$ cat config.mk
export PLATFORM = sky130hd
export DESIGN_NAME = pipeline_hazard_ctrl
export DESIGN_NICKNAME = d
export VERILOG_FILES = /design/src/rtl/pipeline_ctrl_pkg.sv /design/src/rtl/sat_counter.sv /design/src/rtl/pipeline_hazard_ctrl.sv
export SDC_FILE = /design/constraint.sdc
export NUM_CORES = 1
export LEC_CHECK = 0
export ABC_AREA = 1
export CELL_PAD_IN_SITES_DETAIL_PLACEMENT = 1
export CELL_PAD_IN_SITES_GLOBAL_PLACEMENT = 1
export CORE_MARGIN = 3
export CORE_UTILIZATION = 38
export CTS_CLUSTER_SIZE = 20
export DETAILED_ROUTE_END_ITERATION = 16
export HOLD_SLACK_MARGIN = 0.06
export PLACE_DENSITY_LB_ADDON = 0.08
export SETUP_SLACK_MARGIN = 0.5
export SKIP_CTS_REPAIR_TIMING = 1
export SYNTH_ARGS = -nofsm -noshare
export SYNTH_HDL_FRONTEND = slang
export SYNTH_SLANG_ARGS = --single-unit
$ cat constraint.sdc
create_clock -name clk_i -period 2.8 [get_ports clk_i]
set_input_delay 0.28 -clock clk_i [delete_from_list [all_inputs] [get_ports clk_i]]
set_output_delay 0.28 -clock clk_i [all_outputs]
set_load 0.02 [all_outputs]
$ cat src/rtl/pipeline_ctrl_pkg.sv
// rtl/pipeline_ctrl_pkg.sv - shared types and defaults for the pipeline hazard controller
package pipeline_ctrl_pkg;

    typedef enum logic [1:0] {
        RUN           = 2'd0,
        FETCH_WAIT    = 2'd1,
        REDIRECT_PEND = 2'd2
    } ctrl_state_t;

    localparam int DEFAULT_REG_ADDR_W = 5;

endpackage

$ cat src/rtl/sat_counter.sv
// rtl/sat_counter.sv - saturating up-counter for performance debug
module sat_counter #(
    parameter int W = 32
) (
    input  logic         clk_i,
    input  logic         rst_i,
    input  logic         inc_i,
    output logic [W-1:0] cnt_o
);

    logic [W-1:0] cnt_q;

    always_ff @(posedge clk_i) begin
        if (rst_i) begin
            cnt_q <= '0;
        end else if (inc_i && (cnt_q != '1)) begin
            cnt_q <= cnt_q + W'(1);
        end
    end

    assign cnt_o = cnt_q;

endmodule

$ cat src/rtl/pipeline_hazard_ctrl.sv
// rtl/pipeline_hazard_ctrl.sv - PC/IF-ID/ID-EX stall, flush and bubble control
module pipeline_hazard_ctrl
    import pipeline_ctrl_pkg::*;
#(
    parameter int REG_ADDR_W = DEFAULT_REG_ADDR_W,
    parameter int CNT_W      = 32
) (
    input  logic                  clk_i,
    input  logic                  rst_i,
    input  logic [REG_ADDR_W-1:0] id_rs1_i,
    input  logic [REG_ADDR_W-1:0] id_rs2_i,
    input  logic                  id_uses_rs2_i,
    input  logic [REG_ADDR_W-1:0] ex_rd_i,
    input  logic                  ex_memread_i,
    input  logic                  branch_taken_i,
    input  logic                  imem_ready_i,
    output logic                  pc_write_o,
    output logic                  if_id_stall_o,
    output logic                  if_id_flush_o,
    output logic                  id_ex_bubble_o,
    output logic [CNT_W-1:0]      stall_cnt_o,
    output logic [CNT_W-1:0]      flush_cnt_o,
    output logic [1:0]            state_o
);

    ctrl_state_t state_q;
    ctrl_state_t state_d;
    logic        hazard;

    assign hazard = ex_memread_i && (ex_rd_i != '0) &&
                    ((ex_rd_i == id_rs1_i) || (id_uses_rs2_i && (ex_rd_i == id_rs2_i)));

    always_ff @(posedge clk_i) begin
        if (rst_i) begin
            state_q <= RUN;
        end else begin
            state_q <= state_d;
        end
    end

    // Illegal encoding 3 falls through the RUN/FETCH_WAIT path and lands in RUN.
    always_comb begin
        pc_write_o     = 1'b0;
        if_id_stall_o  = 1'b0;
        if_id_flush_o  = 1'b0;
        id_ex_bubble_o = 1'b0;
        state_d        = state_q;
        if (rst_i) begin
            if_id_flush_o  = 1'b1;
            id_ex_bubble_o = 1'b1;
            state_d        = RUN;
        end else if (state_q == REDIRECT_PEND) begin
            if_id_flush_o = 1'b1;
            if (imem_ready_i) begin
                state_d = RUN;
            end
        end else if (hazard) begin
            if_id_stall_o  = 1'b1;
            id_ex_bubble_o = 1'b1;
            state_d        = (state_q == FETCH_WAIT) ? FETCH_WAIT : RUN;
        end else if (branch_taken_i) begin
            pc_write_o    = 1'b1;
            if_id_flush_o = 1'b1;
            state_d       = imem_ready_i ? RUN : REDIRECT_PEND;
        end else if (!imem_ready_i) begin
            if_id_flush_o = 1'b1;
            state_d       = FETCH_WAIT;
        end else begin
            pc_write_o = 1'b1;
            state_d    = RUN;
        end
    end

    assign state_o = rst_i ? 2'd0 : state_q;

    sat_counter #(.W(CNT_W)) u_stall_cnt (
        .clk_i (clk_i),
        .rst_i (rst_i),
        .inc_i (if_id_stall_o),
        .cnt_o (stall_cnt_o)
    );

    sat_counter #(.W(CNT_W)) u_flush_cnt (
        .clk_i (clk_i),
        .rst_i (rst_i),
        .inc_i (if_id_flush_o),
        .cnt_o (flush_cnt_o)
    );

endmodule

== Word-level counts from Yosys, hierarchy flattened ==
Index checks and enable logic that the tools add are counted.
W data, S select, Z words.
Storage, ports and cells
  bits in registers: 66
  output and inout bits: 70
  word-level logic and storage cells: 41
Cells by class
  $add $sub $neg: 2
  equality and inequality tests: 7
  muxes and demuxes: 22
  reduce and logical (&&, ||, !) cells: 7
Operators with widths (count)
  $add A32 B1 Y32 const B: 2
  $ne A32 B32 Y1 const B: 2
  $mux W1: 16
  $mux W2: 6
  $eq A5 B5 Y1: 2
  $logic_and A1 B1 Y1: 5
  $reduce_bool A5 Y1: 1
  $eq A2 B1 Y1 const B: 1
  $eq A2 B2 Y1 const B: 1
  $ne A2 B2 Y1 const B: 1
  $logic_or A1 B1 Y1: 1

== Longest topological paths before layout ==
  depth in word-level cells: 8
  mapped depth: 12

== Hierarchy ==
Synthesis repeated with hierarchy kept, for this count alone.
Unflattened totals
  cells, all modules: 729
  area total of the unflattened synthesis: 4503.1 um^2
By module, submodules not included
  sat_counter: instances 2, cells an instance 324, area each 2062.0 um^2, seq. area each 640.6 um^2
  pipeline_hazard_ctrl: instances 1, cells an instance 81, area each 379.1 um^2, seq. area each 40.0 um^2

== Worst setup path after synthesis ==
No wires, ideal clock.
  kind: reg-to-reg
  start: register u_flush_cnt.cnt_q[0], in the netlist u_flush_cnt.cnt_o[0]
  end: register u_flush_cnt.cnt_q[10], in the netlist u_flush_cnt.cnt_o[10]
  arrival: 1.765 ns
  slack: 0.903 ns
  cell stages (with the launch flop): 10
  path buffers: 1
  period minus slack after synthesis: 1.897 ns
  cell sequence: dfxtp_1 > ha_1 > nand2_1 > nor2_4 > nand3_2 > nor2_4 > nand3_4 > clkbuf_1 > nand4_1 > a21oi_1
On the way
  cells in the longest elaborated chain, start to end: 2
Ends and longest elaborated chain
  start: declaration: line sat_counter.sv:11  | logic [W-1:0] cnt_q;
  start signal: assignment: line sat_counter.sv:17  | cnt_q <= cnt_q + W'(1);
  branches (longest 2 deep; another with $add A32 B1 Y32)
Parallel ways; which one is timed is not known.
A chain may end at the register's enable or synchronous reset.

== Worst setup path after layout ==
  start: input port ex_rd_i[1]
  end: output port id_ex_bubble_o
On the way
  cells in the longest elaborated chain, start to end: 7
Ends and longest elaborated chain
  start: declaration: line pipeline_hazard_ctrl.sv:13  | input logic [REG_ADDR_W-1:0] ex_rd_i,
  $eq A5 B5 Y1: line pipeline_hazard_ctrl.sv:31  | ((ex_rd_i == id_rs1_i) || (id_uses_rs2_i && (ex_rd_i == id_rs2_i)));
  $logic_and A1 B1 Y1: line pipeline_hazard_ctrl.sv:31
  $logic_or A1 B1 Y1: line pipeline_hazard_ctrl.sv:31
  $logic_and A1 B1 Y1 *: line pipeline_hazard_ctrl.sv:30  | assign hazard = ex_memread_i && (ex_rd_i != '0) &&
  $mux W1 *: line pipeline_hazard_ctrl.sv:57  | end else if (hazard) begin
  $mux W1 *: line pipeline_hazard_ctrl.sv:52  | end else if (state_q == REDIRECT_PEND) begin
  $mux W1 *: line pipeline_hazard_ctrl.sv:48  | if (rst_i) begin
  end: declaration: line pipeline_hazard_ctrl.sv:20  | output logic id_ex_bubble_o,
Every way passes the cells marked *; elsewhere a longest branch is shown, timed or not.

==> results.md <==
- Clock Sinks: 66
- Core Rows: 39
- CTS buffer count: 9
- Final core utilization: 50.6%
- Rel. slew slack: 54.1%
- DR vias: 5,056
- DPL Wire Length: 11,700 microns
- Vias per std cell: 5.23
- Syn Nets: 757
- RSZ-0062 raised after global routing: true
- Post-route antenna net violation count: 0
- CTS tree: built
- Crit-path leading delay family: buffers and inverters
- Drt pass-1 iters: 4
- Reg area: 1320 sq um
- NetSw: 556 uW
- Layout cell share with drive strength beyond 1: 5.95%
- Outcome: finished clean
- Syn Area/Cell: 6.11 sq um
- Design area: 5810 sq um
- Pwr Density: 397 nW/um^2
- DR WL/cell: 16.2 microns
- Hold crit path type: in -> reg
- WP buf/inv: 3
- Comb pwr share: 7.3%
- IO Count: 91
- Total Power: 2300 uW
- Remaining Overflow, GRT: 0
- Layout Nets: 842
- Int Power: 1750 uW
- Worst path arrival time: 1920 ps
- Net Sw Frac: 24.2%
- Synthesis Warnings: 0
- Initial Util: 39.1%
- Fill count: 1,555
- Synthesized area: 4490 sq um
- Vias in the first global route: 5,394
- CP required: 2520 ps
- CP startpoint kind: primary input
- Netlist cell types: 26
- Clock Pin Slew Worst Setup and Hold Paths: 60 ps
- Seq cells post-synth: 66
- Initial antenna violation count: 0
- Chip width: 115 microns
- Worst IR Drop VDD: 0.214 mV
- CTS H-tree depth: 3
- DR iter-0 viols: 218
- Final setup fails: 0
- Dpl cells: 950
- Setup TNS: 0 ps
- Area post-placement: 5470 sq um
- DRC errors left: 0
- Max_cap viols: 0
- Worst Clk Skew: 7.14 ps
- Largest net degree at the start of global routing: 62
- Clock tree buffer depth: 2
- CP Class: in -> out
- N_diodes: 0
- Die height: 115 microns
- Layout Cells excl Fill: 967
- Clk network pwr share: 51.2%
- Core region area: 11,500 sq um
- All-Layer GR Usage: 24.5%
- Clock root buffer: clkbuf_16
- Final count of pins violating max slew: 0
- Lkg Pwr: 0.00207 uW
- Cell count after synthesis: 734
- Seq pwr share: 41.5%
- Clock latency on the worst-skew pair: 340 ps
- Area grow syn2layout: 29.4%
- First-pass GRT wire length: 26,100 microns
- Achievable Freq: 454 MHz
- Max incr delay on CP: 500 ps
- Endpoint type of the worst setup path: output pin
- Count of final hold-check violations: 0
- Final period util: 78.7%
- Cell breakdown of the critical path: clkdlybuf4s50_1 > inv_1 > nand2_1 > nand2_1 > nor2_1 > nand3_1 > nand2_2 > nand2_2 > o21ai_0 > dlymetal6s2s_1
- Seq/Total Area, Yosys: 29.4%
- Minimum clock period: 2200 ps
- Max FO, Critical Path: 4
- Die area: 13,200 sq um
- Final wirelength: 15,700 microns
- Multi-input logic area: 2860 sq um
- Port Buffers: 90
- Slew at the pin closest to its max-slew limit: 689 ps
- CP max-delay cell: clkdlybuf4s50_1
- Gpl congestion: 0.877
## cell usage after synthesis (all sizes together)
cell type  instances  area, sq um
a21boi             1         7.51
dfxtp             66         1320
a31oi              1         6.26
a21oi             60          300
nand4             33          213
nand3b            13         97.6
nand2            290         1090
o21ai              2         10.0
xnor2             19          166
nor2             122          495
clkbuf            11         41.3
xor2              26          228
nand3             15          118
ha                 2         25.0
buf               13          121
inv               47          176
nor3              13         70.1
## per-layer routing
| metal | GRT usage, % | part of all wire [%] | up-vias |
|---|---|---|---|
| li1 | - | - | 2507 |
| met1 | 27.9 | 41 | 2429 |
| met2 | 46.2 | 54 | 90 |
| met3 | 3.70 | 2.9 | 30 |
| met4 | 8.16 | 2.1 | 0 |
| met5 | 0 | 0 | - |
## registers in the layout, summed over array words and instances, names as in the netlist
register,count
u_flush_cnt.cnt_o,32
u_stall_cnt.cnt_o,32
state_q,2
## power groups by stage
stage,clock (uW),combinational [uW],sequential [uW]
after floorplan,0,89.7,981
after global placement,0,161,976
after detailed placement,0,167,976
after CTS,1200,168,955
after global routing,1250,186,956
final,1180,168,956
## layout make-up
class                           count  area share (%)
Sequential cell                    66            22.8
Inverter                           47            3.04
Clock inverter                      5           0.905
Multi-Input combinational cell    598            49.2
Tap cell                          143            3.08
Clock buffer                       11            4.35
Timing Repair Buffer               97            16.7
## cell families (layout without fill, tap and decap cells)
| group | count (synthesis) | after routing | synth area share [%] |
|---|---|---|---|
| and+or+nand+nor | 486 | 487 | 46.4 |
| buffers and inverters | 71 | 160 | 7.56 |
| DFF | 66 | 66 | 29.4 |
| AOI/OAI and AO/OA | 64 | 64 | 7.22 |
| xor gates and xnor gates | 45 | 45 | 8.78 |
| adders and majority gates | 2 | 2 | 0.557 |
## cell usage in the layout, fill, tap and decap left out, types with 12 or more instances in the layout
cell / instances
a21oi_1: 60
clkdlybuf4s50_1: 85
dfxtp_1: 65
inv_1: 45
nand2_1: 287
nand3b_1: 13
nand4_1: 32
nor2_1: 112
nor3_1: 12
xnor2_1: 19
xor2_1: 26
## worst reg2reg max path, delay by kind of cell (launching register included)
kind            cells  cell delay (ps)
fa+ha+maj           1              310
simple gates        6              860
flops               1              420
compound gates      1               80
buf+inv             1              270
## per-stage QoR
step                      hold WS [ps]  worst slack (ps)
final                              325               598
after global routing               338               348
after CTS                          317              84.3
after detailed placement           524               106
after global placement             507               214
after floorplan                    359               903
## final timing paths
path,end,slack [ps],start,depth (start not counted)
setup reg to reg,u_flush_cnt.cnt_o[10],720,u_flush_cnt.cnt_o[0],9
hold / removal,state_q[0],330,rst_i,4
setup / recovery,id_ex_bubble_o,600,ex_rd_i[1],10
hold reg to reg,u_stall_cnt.cnt_o[31],530,u_stall_cnt.cnt_o[31],2
Power figures use the tool's default switching activity.
